`config.mk`:
```
export PLATFORM = sky130hd
export DESIGN_NAME = frame_ram_writer_flat
export DESIGN_NICKNAME = d
export VERILOG_FILES = /design/src/rtl/sequencer_pkg.sv /design/src/rtl/frame_ram_writer_if.sv /design/src/rtl/pixel_word_packer.sv /design/src/rtl/frame_ram_writer.sv /design/src/flat_wrapper.sv
export SDC_FILE = /design/constraint.sdc
export NUM_CORES = 1
export LEC_CHECK = 0
export CAP_MARGIN = 5
export CORE_MARGIN = 5
export CORE_UTILIZATION = 52
export CTS_CLUSTER_SIZE = 28
export DETAILED_ROUTE_END_ITERATION = 10
export PLACE_DENSITY_LB_ADDON = 0.08
export SYNTH_ARGS = -nofsm -noshare
export SYNTH_HDL_FRONTEND = slang
export SYNTH_SLANG_ARGS = --single-unit
```
`constraint.sdc`:
```
create_clock -name wr_clk -period 2.5 [get_ports wr_clk]
set_input_delay 0.25 -clock wr_clk [delete_from_list [all_inputs] [get_ports wr_clk]]
set_output_delay 0.25 -clock wr_clk [all_outputs]
set_load 0.05 [all_outputs]
```
`src/rtl/sequencer_pkg.sv`:
```
// Shared types for the frame RAM writer and its neighbours in the burst TX path.
//   rgb_pixel_t    : one 24-bit pixel, red in the top byte, blue in the bottom byte
//   writer_state_t : capture FSM states of frame_ram_writer
//   PIX_PER_WORD   : pixels packed into one RAM word per colour channel
package sequencer_pkg;

  localparam int PIX_PER_WORD = 4;

  typedef struct packed {
    logic [7:0] r;
    logic [7:0] g;
    logic [7:0] b;
  } rgb_pixel_t;

  typedef enum logic [1:0] {
    IDLE    = 2'd0,
    CAPTURE = 2'd1,
    DONE    = 2'd2
  } writer_state_t;

endpackage

```
`src/rtl/frame_ram_writer_if.sv`:
```
// Pixel stream plus Triple-RAM write bus of the frame RAM writer.
//   pix_valid/pix_data/pix_ready : upstream pixel handshake
//   red/green/blue_RAM_wdata      : packed words, one per colour RAM
//   RAM_waddr/RAM_write_en        : address and strobe shared by all three RAMs
// Modports:
//   master : pixel source / RAM-side observer
//   slave  : the writer itself
interface frame_ram_writer_if #(
  parameter int RAM_ADDR_WIDTH = 14,
  parameter int RAM_DATA_WIDTH = 32
);
  import sequencer_pkg::*;

  logic                      pix_valid;
  rgb_pixel_t                pix_data;
  logic                      pix_ready;
  logic [RAM_DATA_WIDTH-1:0] red_RAM_wdata;
  logic [RAM_DATA_WIDTH-1:0] green_RAM_wdata;
  logic [RAM_DATA_WIDTH-1:0] blue_RAM_wdata;
  logic [RAM_ADDR_WIDTH-1:0] RAM_waddr;
  logic                      RAM_write_en;

  modport master (
    output pix_valid, pix_data,
    input  pix_ready,
    input  red_RAM_wdata, green_RAM_wdata, blue_RAM_wdata,
    input  RAM_waddr, RAM_write_en
  );

  modport slave (
    input  pix_valid, pix_data,
    output pix_ready,
    output red_RAM_wdata, green_RAM_wdata, blue_RAM_wdata,
    output RAM_waddr, RAM_write_en
  );

endinterface

```
`src/rtl/pixel_word_packer.sv`:
```
// Packs accepted pixels, four per word, into red/green/blue RAM words.
//   wr_clk, rst_n     : clock, asynchronous active-low reset
//   clear_i           : frame (re)start, drops any partial word
//   accept_i          : a pixel is being accepted this cycle
//   pix_i             : the accepted pixel
//   word_valid_o      : combinational, the accepted pixel completes a word
//   write_en_o        : registered write strobe, one cycle after word_valid_o
//   red/green/blue_word_o : packed words, held between strobes
module pixel_word_packer
  import sequencer_pkg::*;
#(
  parameter int RAM_DATA_WIDTH = 32
) (
  input  logic                      wr_clk,
  input  logic                      rst_n,
  input  logic                      clear_i,
  input  logic                      accept_i,
  input  rgb_pixel_t                pix_i,
  output logic                      word_valid_o,
  output logic                      write_en_o,
  output logic [RAM_DATA_WIDTH-1:0] red_word_o,
  output logic [RAM_DATA_WIDTH-1:0] green_word_o,
  output logic [RAM_DATA_WIDTH-1:0] blue_word_o
);

  // Lanes 0..2 live in the accumulators; lane 3 goes straight into the word.
  localparam int ACC_W = RAM_DATA_WIDTH - 8;

  logic [1:0]                lane_q, lane_d;
  logic [ACC_W-1:0]          red_acc_q, red_acc_d;
  logic [ACC_W-1:0]          green_acc_q, green_acc_d;
  logic [ACC_W-1:0]          blue_acc_q, blue_acc_d;
  logic [RAM_DATA_WIDTH-1:0] red_word_q, red_word_d;
  logic [RAM_DATA_WIDTH-1:0] green_word_q, green_word_d;
  logic [RAM_DATA_WIDTH-1:0] blue_word_q, blue_word_d;
  logic                      write_en_q;

  assign word_valid_o = accept_i && !clear_i && (lane_q == 2'd3);

  always_comb begin
    lane_d       = lane_q;
    red_acc_d    = red_acc_q;
    green_acc_d  = green_acc_q;
    blue_acc_d   = blue_acc_q;
    red_word_d   = red_word_q;
    green_word_d = green_word_q;
    blue_word_d  = blue_word_q;
    if (clear_i) begin
      lane_d      = '0;
      red_acc_d   = '0;
      green_acc_d = '0;
      blue_acc_d  = '0;
    end else if (accept_i) begin
      if (lane_q == 2'd3) begin
        // Output words reload while the accumulators start the next word.
        red_word_d   = {pix_i.r, red_acc_q};
        green_word_d = {pix_i.g, green_acc_q};
        blue_word_d  = {pix_i.b, blue_acc_q};
        lane_d       = '0;
      end else begin
        red_acc_d[{lane_q, 3'b000} +: 8]   = pix_i.r;
        green_acc_d[{lane_q, 3'b000} +: 8] = pix_i.g;
        blue_acc_d[{lane_q, 3'b000} +: 8]  = pix_i.b;
        lane_d                             = lane_q + 2'd1;
      end
    end
  end

  always_ff @(posedge wr_clk or negedge rst_n) begin
    if (!rst_n) begin
      lane_q       <= '0;
      red_acc_q    <= '0;
      green_acc_q  <= '0;
      blue_acc_q   <= '0;
      red_word_q   <= '0;
      green_word_q <= '0;
      blue_word_q  <= '0;
      write_en_q   <= 1'b0;
    end else begin
      lane_q       <= lane_d;
      red_acc_q    <= red_acc_d;
      green_acc_q  <= green_acc_d;
      blue_acc_q   <= blue_acc_d;
      red_word_q   <= red_word_d;
      green_word_q <= green_word_d;
      blue_word_q  <= blue_word_d;
      write_en_q   <= word_valid_o;
    end
  end

  assign write_en_o   = write_en_q;
  assign red_word_o   = red_word_q;
  assign green_word_o = green_word_q;
  assign blue_word_o  = blue_word_q;

endmodule

```
`src/rtl/frame_ram_writer.sv`:
```
// Fills the external Triple-RAM with one frame of RGB pixels.
//   wr_clk, rst_n  : RAM write clock, asynchronous active-low reset
//   frame_start    : pulse, begin or restart frame capture
//   ram_if         : pixel handshake in, packed RAM write bus out (slave side)
//   img_complete   : level, whole frame stored
//   frame_overrun  : sticky, a pixel was offered while not capturing
//   pixels_written : pixels committed to RAM in the current frame
module frame_ram_writer
  import sequencer_pkg::*;
#(
  parameter int RAM_ADDR_WIDTH = 14,
  parameter int RAM_DATA_WIDTH = 32,
  parameter int PIXEL_COUNT    = 65536
) (
  input  logic                           wr_clk,
  input  logic                           rst_n,
  input  logic                           frame_start,
  frame_ram_writer_if.slave              ram_if,
  output logic                           img_complete,
  output logic                           frame_overrun,
  output logic [$clog2(PIXEL_COUNT):0]   pixels_written
);

  localparam int WORDS  = PIXEL_COUNT / PIX_PER_WORD;
  localparam int WCNT_W = $clog2(WORDS + 1);
  localparam int PW_W   = $clog2(PIXEL_COUNT) + 1;

  writer_state_t             state_q, state_d;
  logic [WCNT_W-1:0]         word_cnt_q, word_cnt_d;
  logic [PW_W-1:0]           pix_cnt_q, pix_cnt_d;
  logic [RAM_ADDR_WIDTH-1:0] waddr_q, waddr_d;
  logic                      overrun_q, overrun_d;
  logic                      pix_ready;
  logic                      accept;
  logic                      word_valid;
  logic                      write_en;
  logic                      last_word;

  assign accept    = ram_if.pix_valid && pix_ready;
  assign last_word = word_valid && (word_cnt_q == WCNT_W'(WORDS - 1));

  pixel_word_packer #(
    .RAM_DATA_WIDTH(RAM_DATA_WIDTH)
  ) u_packer (
    .wr_clk      (wr_clk),
    .rst_n       (rst_n),
    .clear_i     (frame_start),
    .accept_i    (accept),
    .pix_i       (ram_if.pix_data),
    .word_valid_o(word_valid),
    .write_en_o  (write_en),
    .red_word_o  (ram_if.red_RAM_wdata),
    .green_word_o(ram_if.green_RAM_wdata),
    .blue_word_o (ram_if.blue_RAM_wdata)
  );

  // Capture FSM; frame_start wins from any state and blocks acceptance that
  // cycle so the restart never mixes in a pixel from the old frame.
  always_comb begin
    state_d   = state_q;
    pix_ready = 1'b0;
    case (state_q)
      IDLE: ;
      CAPTURE: begin
        pix_ready = !frame_start;
        if (last_word) state_d = DONE;
      end
      DONE: ;
      default: state_d = IDLE;
    endcase
    if (frame_start) state_d = CAPTURE;
  end

  // Word/pixel counters, write address and overrun flag. The address is taken
  // from the word counter at the moment a word completes, so it stays paired
  // with the data that loads on the same edge.
  always_comb begin
    word_cnt_d = word_cnt_q;
    pix_cnt_d  = pix_cnt_q;
    waddr_d    = waddr_q;
    overrun_d  = overrun_q;
    if (frame_start) begin
      word_cnt_d = '0;
      pix_cnt_d  = '0;
      overrun_d  = 1'b0;
    end else begin
      if (word_valid) begin
        waddr_d    = word_cnt_q[RAM_ADDR_WIDTH-1:0];
        word_cnt_d = word_cnt_q + WCNT_W'(1);
        pix_cnt_d  = pix_cnt_q + PW_W'(PIX_PER_WORD);
      end
      if (ram_if.pix_valid && (state_q != CAPTURE)) overrun_d = 1'b1;
    end
  end

  always_ff @(posedge wr_clk or negedge rst_n) begin
    if (!rst_n) begin
      state_q    <= IDLE;
      word_cnt_q <= '0;
      pix_cnt_q  <= '0;
      waddr_q    <= '0;
      overrun_q  <= 1'b0;
    end else begin
      state_q    <= state_d;
      word_cnt_q <= word_cnt_d;
      pix_cnt_q  <= pix_cnt_d;
      waddr_q    <= waddr_d;
      overrun_q  <= overrun_d;
    end
  end

  assign ram_if.pix_ready    = pix_ready;
  assign ram_if.RAM_waddr    = waddr_q;
  assign ram_if.RAM_write_en = write_en;
  assign img_complete        = (state_q == DONE);
  assign frame_overrun       = overrun_q;
  assign pixels_written      = pix_cnt_q;

endmodule

```
`src/flat_wrapper.sv`:
```
// flat-port wrapper written by rule: the top's interface ports become plain ports
module frame_ram_writer_flat import sequencer_pkg::*;
#(
  parameter int RAM_ADDR_WIDTH = 14,
  parameter int RAM_DATA_WIDTH = 32,
  parameter int PIXEL_COUNT    = 65536
)
  (wr_clk, rst_n, frame_start, img_complete, frame_overrun, pixels_written, ram_if_pix_valid, ram_if_pix_data, ram_if_pix_ready, ram_if_red_RAM_wdata, ram_if_green_RAM_wdata, ram_if_blue_RAM_wdata, ram_if_RAM_waddr, ram_if_RAM_write_en);
  frame_ram_writer_if #(.RAM_ADDR_WIDTH(RAM_ADDR_WIDTH), .RAM_DATA_WIDTH(RAM_DATA_WIDTH)) ram_if_i ();
  input  logic wr_clk;
  input  logic rst_n;
  input  logic frame_start;
  output logic img_complete;
  output logic frame_overrun;
  output logic [$clog2(PIXEL_COUNT):0] pixels_written;
  input wire logic [$bits(ram_if_i.pix_valid)-1:0] ram_if_pix_valid;
  input wire logic [$bits(ram_if_i.pix_data)-1:0] ram_if_pix_data;
  output wire logic [$bits(ram_if_i.pix_ready)-1:0] ram_if_pix_ready;
  output wire logic [$bits(ram_if_i.red_RAM_wdata)-1:0] ram_if_red_RAM_wdata;
  output wire logic [$bits(ram_if_i.green_RAM_wdata)-1:0] ram_if_green_RAM_wdata;
  output wire logic [$bits(ram_if_i.blue_RAM_wdata)-1:0] ram_if_blue_RAM_wdata;
  output wire logic [$bits(ram_if_i.RAM_waddr)-1:0] ram_if_RAM_waddr;
  output wire logic [$bits(ram_if_i.RAM_write_en)-1:0] ram_if_RAM_write_en;
  assign ram_if_i.pix_valid = ram_if_pix_valid;
  assign ram_if_i.pix_data = ram_if_pix_data;
  assign ram_if_pix_ready = ram_if_i.pix_ready;
  assign ram_if_red_RAM_wdata = ram_if_i.red_RAM_wdata;
  assign ram_if_green_RAM_wdata = ram_if_i.green_RAM_wdata;
  assign ram_if_blue_RAM_wdata = ram_if_i.blue_RAM_wdata;
  assign ram_if_RAM_waddr = ram_if_i.RAM_waddr;
  assign ram_if_RAM_write_en = ram_if_i.RAM_write_en;
  frame_ram_writer #(.RAM_ADDR_WIDTH(RAM_ADDR_WIDTH), .RAM_DATA_WIDTH(RAM_DATA_WIDTH), .PIXEL_COUNT(PIXEL_COUNT)) u_core (.wr_clk(wr_clk), .rst_n(rst_n), .frame_start(frame_start), .ram_if(ram_if_i), .img_complete(img_complete), .frame_overrun(frame_overrun), .pixels_written(pixels_written));
endmodule
```
==> impl_metrics.tcl <==
set metrics [dict create \
    synth_cell_type_count 40 \
    finalCriticalPeriod_ns 2.23 \
    final_common_cell "dfrtp_1" \
    yosysTopAreaCell "dfrtp_1" \
    clock_latency_ns 0.49 \
    p_leak_nw 5.08 \
    n_antenna_cell 0 \
    fmax_mhz 448 \
    path_class "reg2reg" \
    cp.required_ns 2.80 \
    via_per_inst 5.30 \
    drt-pass1-iter-count 4 \
    status "complete, no violations" \
    netlist_area_um2 8770 \
    drive_above_1_share 0.188 \
    fin_skew_ns 0.0169 \
    hp-class "in2reg" \
    finalMaxSlewViolations 0 \
    grt_pass1_vias 6266 \
    die_h_um 140 \
    grt_use_total 0.201 \
    worstMarginPinSlew_ns 1.13 \
    core_area_um2 16600 \
    finalCritPeriodShare 0.894 \
    avgSynthCellArea_um2 11.8 \
    vias 5991 \
    yosys_register_bits 218 \
    power_density_nw_per_um2 691 \
    min_delay_worst_endpoint "u_core.pixels_written[4]" \
    reg2regPathDepth 6 \
    slew_headroom 0.244 \
    grt-ovfl-total 0 \
    yosys.area_share.adder 0.00998 \
    synthMuxAreaShare 0.147 \
    min_from "frame_start" \
    antenna_found_initial 0 \
    synthSimpleGateAreaFrac 0.120 \
    yosys.area.top_type_share 0.622 \
    pin_count 159 \
    drt_drc_violations_left 0 \
    ys_seq_area_frac 0.622 \
    num_rows 47 \
    synth-xor-area-share 0.0160 \
    setup_viol 0 \
    grt_max_degree 85 \
    dp_hpwl_um 13300 \
    r2r_slack_ns 0.27 \
    cp.arrival_ns 2.54 \
    htree_levels 1 \
    root_buffer "clkbuf_16" \
    timing.hold.ws_ns 0.0178 \
    final_cell_mix "dfrtp_1, clkdlybuf4s50_1, nand2_1, mux2_2, o21ai_0" \
    gp_congestion 0.826 \
    cts_buffer_depth 3 \
    start_util 0.529 \
    tritoncts "yes" \
    rsz0062_at_grt "false" \
    wl_per_cell_um 17.3 \
    cts_inserted_buffers 23 \
    dieWidth_um 140 \
    fin_util 0.683 \
    cts.sinks 218 \
    ys_top_cells_by_area "dfrtp_1, mux2_2, nand2_1" \
    max-vdd-ir-drop_mv 0.479 \
    synth-compound-area-share 0.0586 \
    fin_total_pwr_w 0.00783 \
    path_clk_slew_ns 0.06 \
    drv_cap 0 \
    path_max_fanout 48 \
    r2r_end "u_core.u_packer.red_acc_q[21]" \
    final_antenna_net_count 0 \
    yosysWarningCount 0 \
    drt_wl_total_um 19600 \
    r2r-start "u_core.u_packer.lane_q[0]" \
    numPortBuffers 156 \
    cp-end-kind "flop" \
    synth_top_family_by_area "multiplexers" \
    hold_viol 0 \
    area_growth_pct 29.2 \
    grt_pass1_wl_um 32600 \
    layout.nets 934 \
    drt_iter0_drc 282 \
    die-area_um2 19600 \
    syn-instance-count 744 \
    cp-start-kind "flop" \
    holdPathStages 2 \
]
through the flow:
stage               area (µm²)  setup WS [ns]  setup TNS, ns  instances
CTS                      11300         0.0110              0       1130
detailed placement       10600        -0.0334        -0.0422       1093
global placement         10600         0.0722              0       1093
global route             11300          0.122              0       1130
finish                   11300          0.266              0       1130
floorplan                 8780          0.387              0        745
layer usage:
layer,wire (µm),vias up,GRT usage
met5,0,-,0
met4,278,0,0.0439
met2,9810,143,0.337
met3,1090,21,0.0395
met1,8400,2996,0.276
li1,-,2831,-
cell families after synthesis:
group	after synthesis
other cells	1
simple gates	234
flops	218
compound gates	98
fa+ha+maj	7
buf+inv	55
mux	115
xor+xnor	16
where the power goes:
group	total [W]	leakage [nW]	switching [W]	internal, W
combinational	0.000994	1.73	0.000664	0.000329
clock	0.00310	0.334	0.00128	0.00182
sequential	0.00374	3.02	0.0000740	0.00367
critical path, stage by stage (launching register included):
cell and delay [ns]:
dfrtp_1 0.43, ha_1 0.24, nor4bb_2 0.62, buf_4 0.24, a21oi_4 0.26, nand2_1 0.15
o21ai_0 0.10
Yosys cell counts:
master,instances
a21o_1,1
a21oi_1,13
a311oi_1,1
a41o_1,1
and3_1,2
and4_1,5
buf_1,1
buf_2,13
buf_4,2
clkbuf_1,29
conb_1,1
dfrtp_1,218
ha_1,7
inv_1,9
inv_2,1
mux2_2,111
mux2i_1,4
nand2_1,152
nand2b_1,3
nand3_1,7
nand4_1,6
nand4_2,1
nand4b_1,2
nor2_1,26
nor2b_1,3
nor3_1,5
nor3b_1,1
nor4_1,3
nor4_2,1
nor4bb_1,1
o21ai_0,77
o31ai_1,5
or2_1,2
or2_2,1
or3_1,6
or3b_1,1
or4_1,5
or4_4,1
xnor2_1,11
xor2_1,5
how the worst max path moves through the flow:
stage,from,to,slack (ns)
global placement,ram_if_pix_valid,u_core.u_packer.green_acc_q[19],0.07
finish,u_core.u_packer.lane_q[0],u_core.u_packer.red_acc_q[21],0.27
global route,u_core.u_packer.lane_q[0],u_core.u_packer.blue_acc_q[19],0.12
detailed placement,ram_if_pix_valid,u_core.u_packer.red_acc_q[21],-0.03
CTS,u_core.u_packer.lane_q[0],u_core.u_packer.red_acc_q[21],0.01
floorplan,u_core.pixels_written[5],u_core.pixels_written[16],0.39
area by class of cell:
cell class                      instances  area, µm²
Clock buffer                           34        667
Clock inverter                          2       10.0
Fill cell                            1258       5250
Inverter                               10       37.5
Multi-Input combinational cell        472       3140
Sequential cell                       218       5460
Tap cell                              220        275
Timing Repair Buffer                  174       1750
repair_timing:
action | CTS | global route
setup buffers | 0 | 0
hold buffers | 1 | 0
endpoints found under the setup margin | 0 | 72
resized for setup | 0 | 1
hold endpoints to repair | 81 | 0
state kept, by name (all words and copies together) (netlist names):
register	flops
u_core.pixels_written	15
u_core.u_packer.red_acc_q	24
u_core.u_packer.green_word_o	32
u_core.u_packer.green_acc_q	24
u_core.u_packer.lane_q	2
u_core.state_q	2
u_core.u_packer.write_en_o	1
u_core.u_packer.red_word_o	32
u_core.u_packer.blue_acc_q	24
u_core.ram_if.RAM_waddr	14
u_core.word_cnt_q	15
u_core.u_packer.blue_word_o	32
u_core.frame_overrun	1
Note: power is estimated with default switching activity, not from simulation.
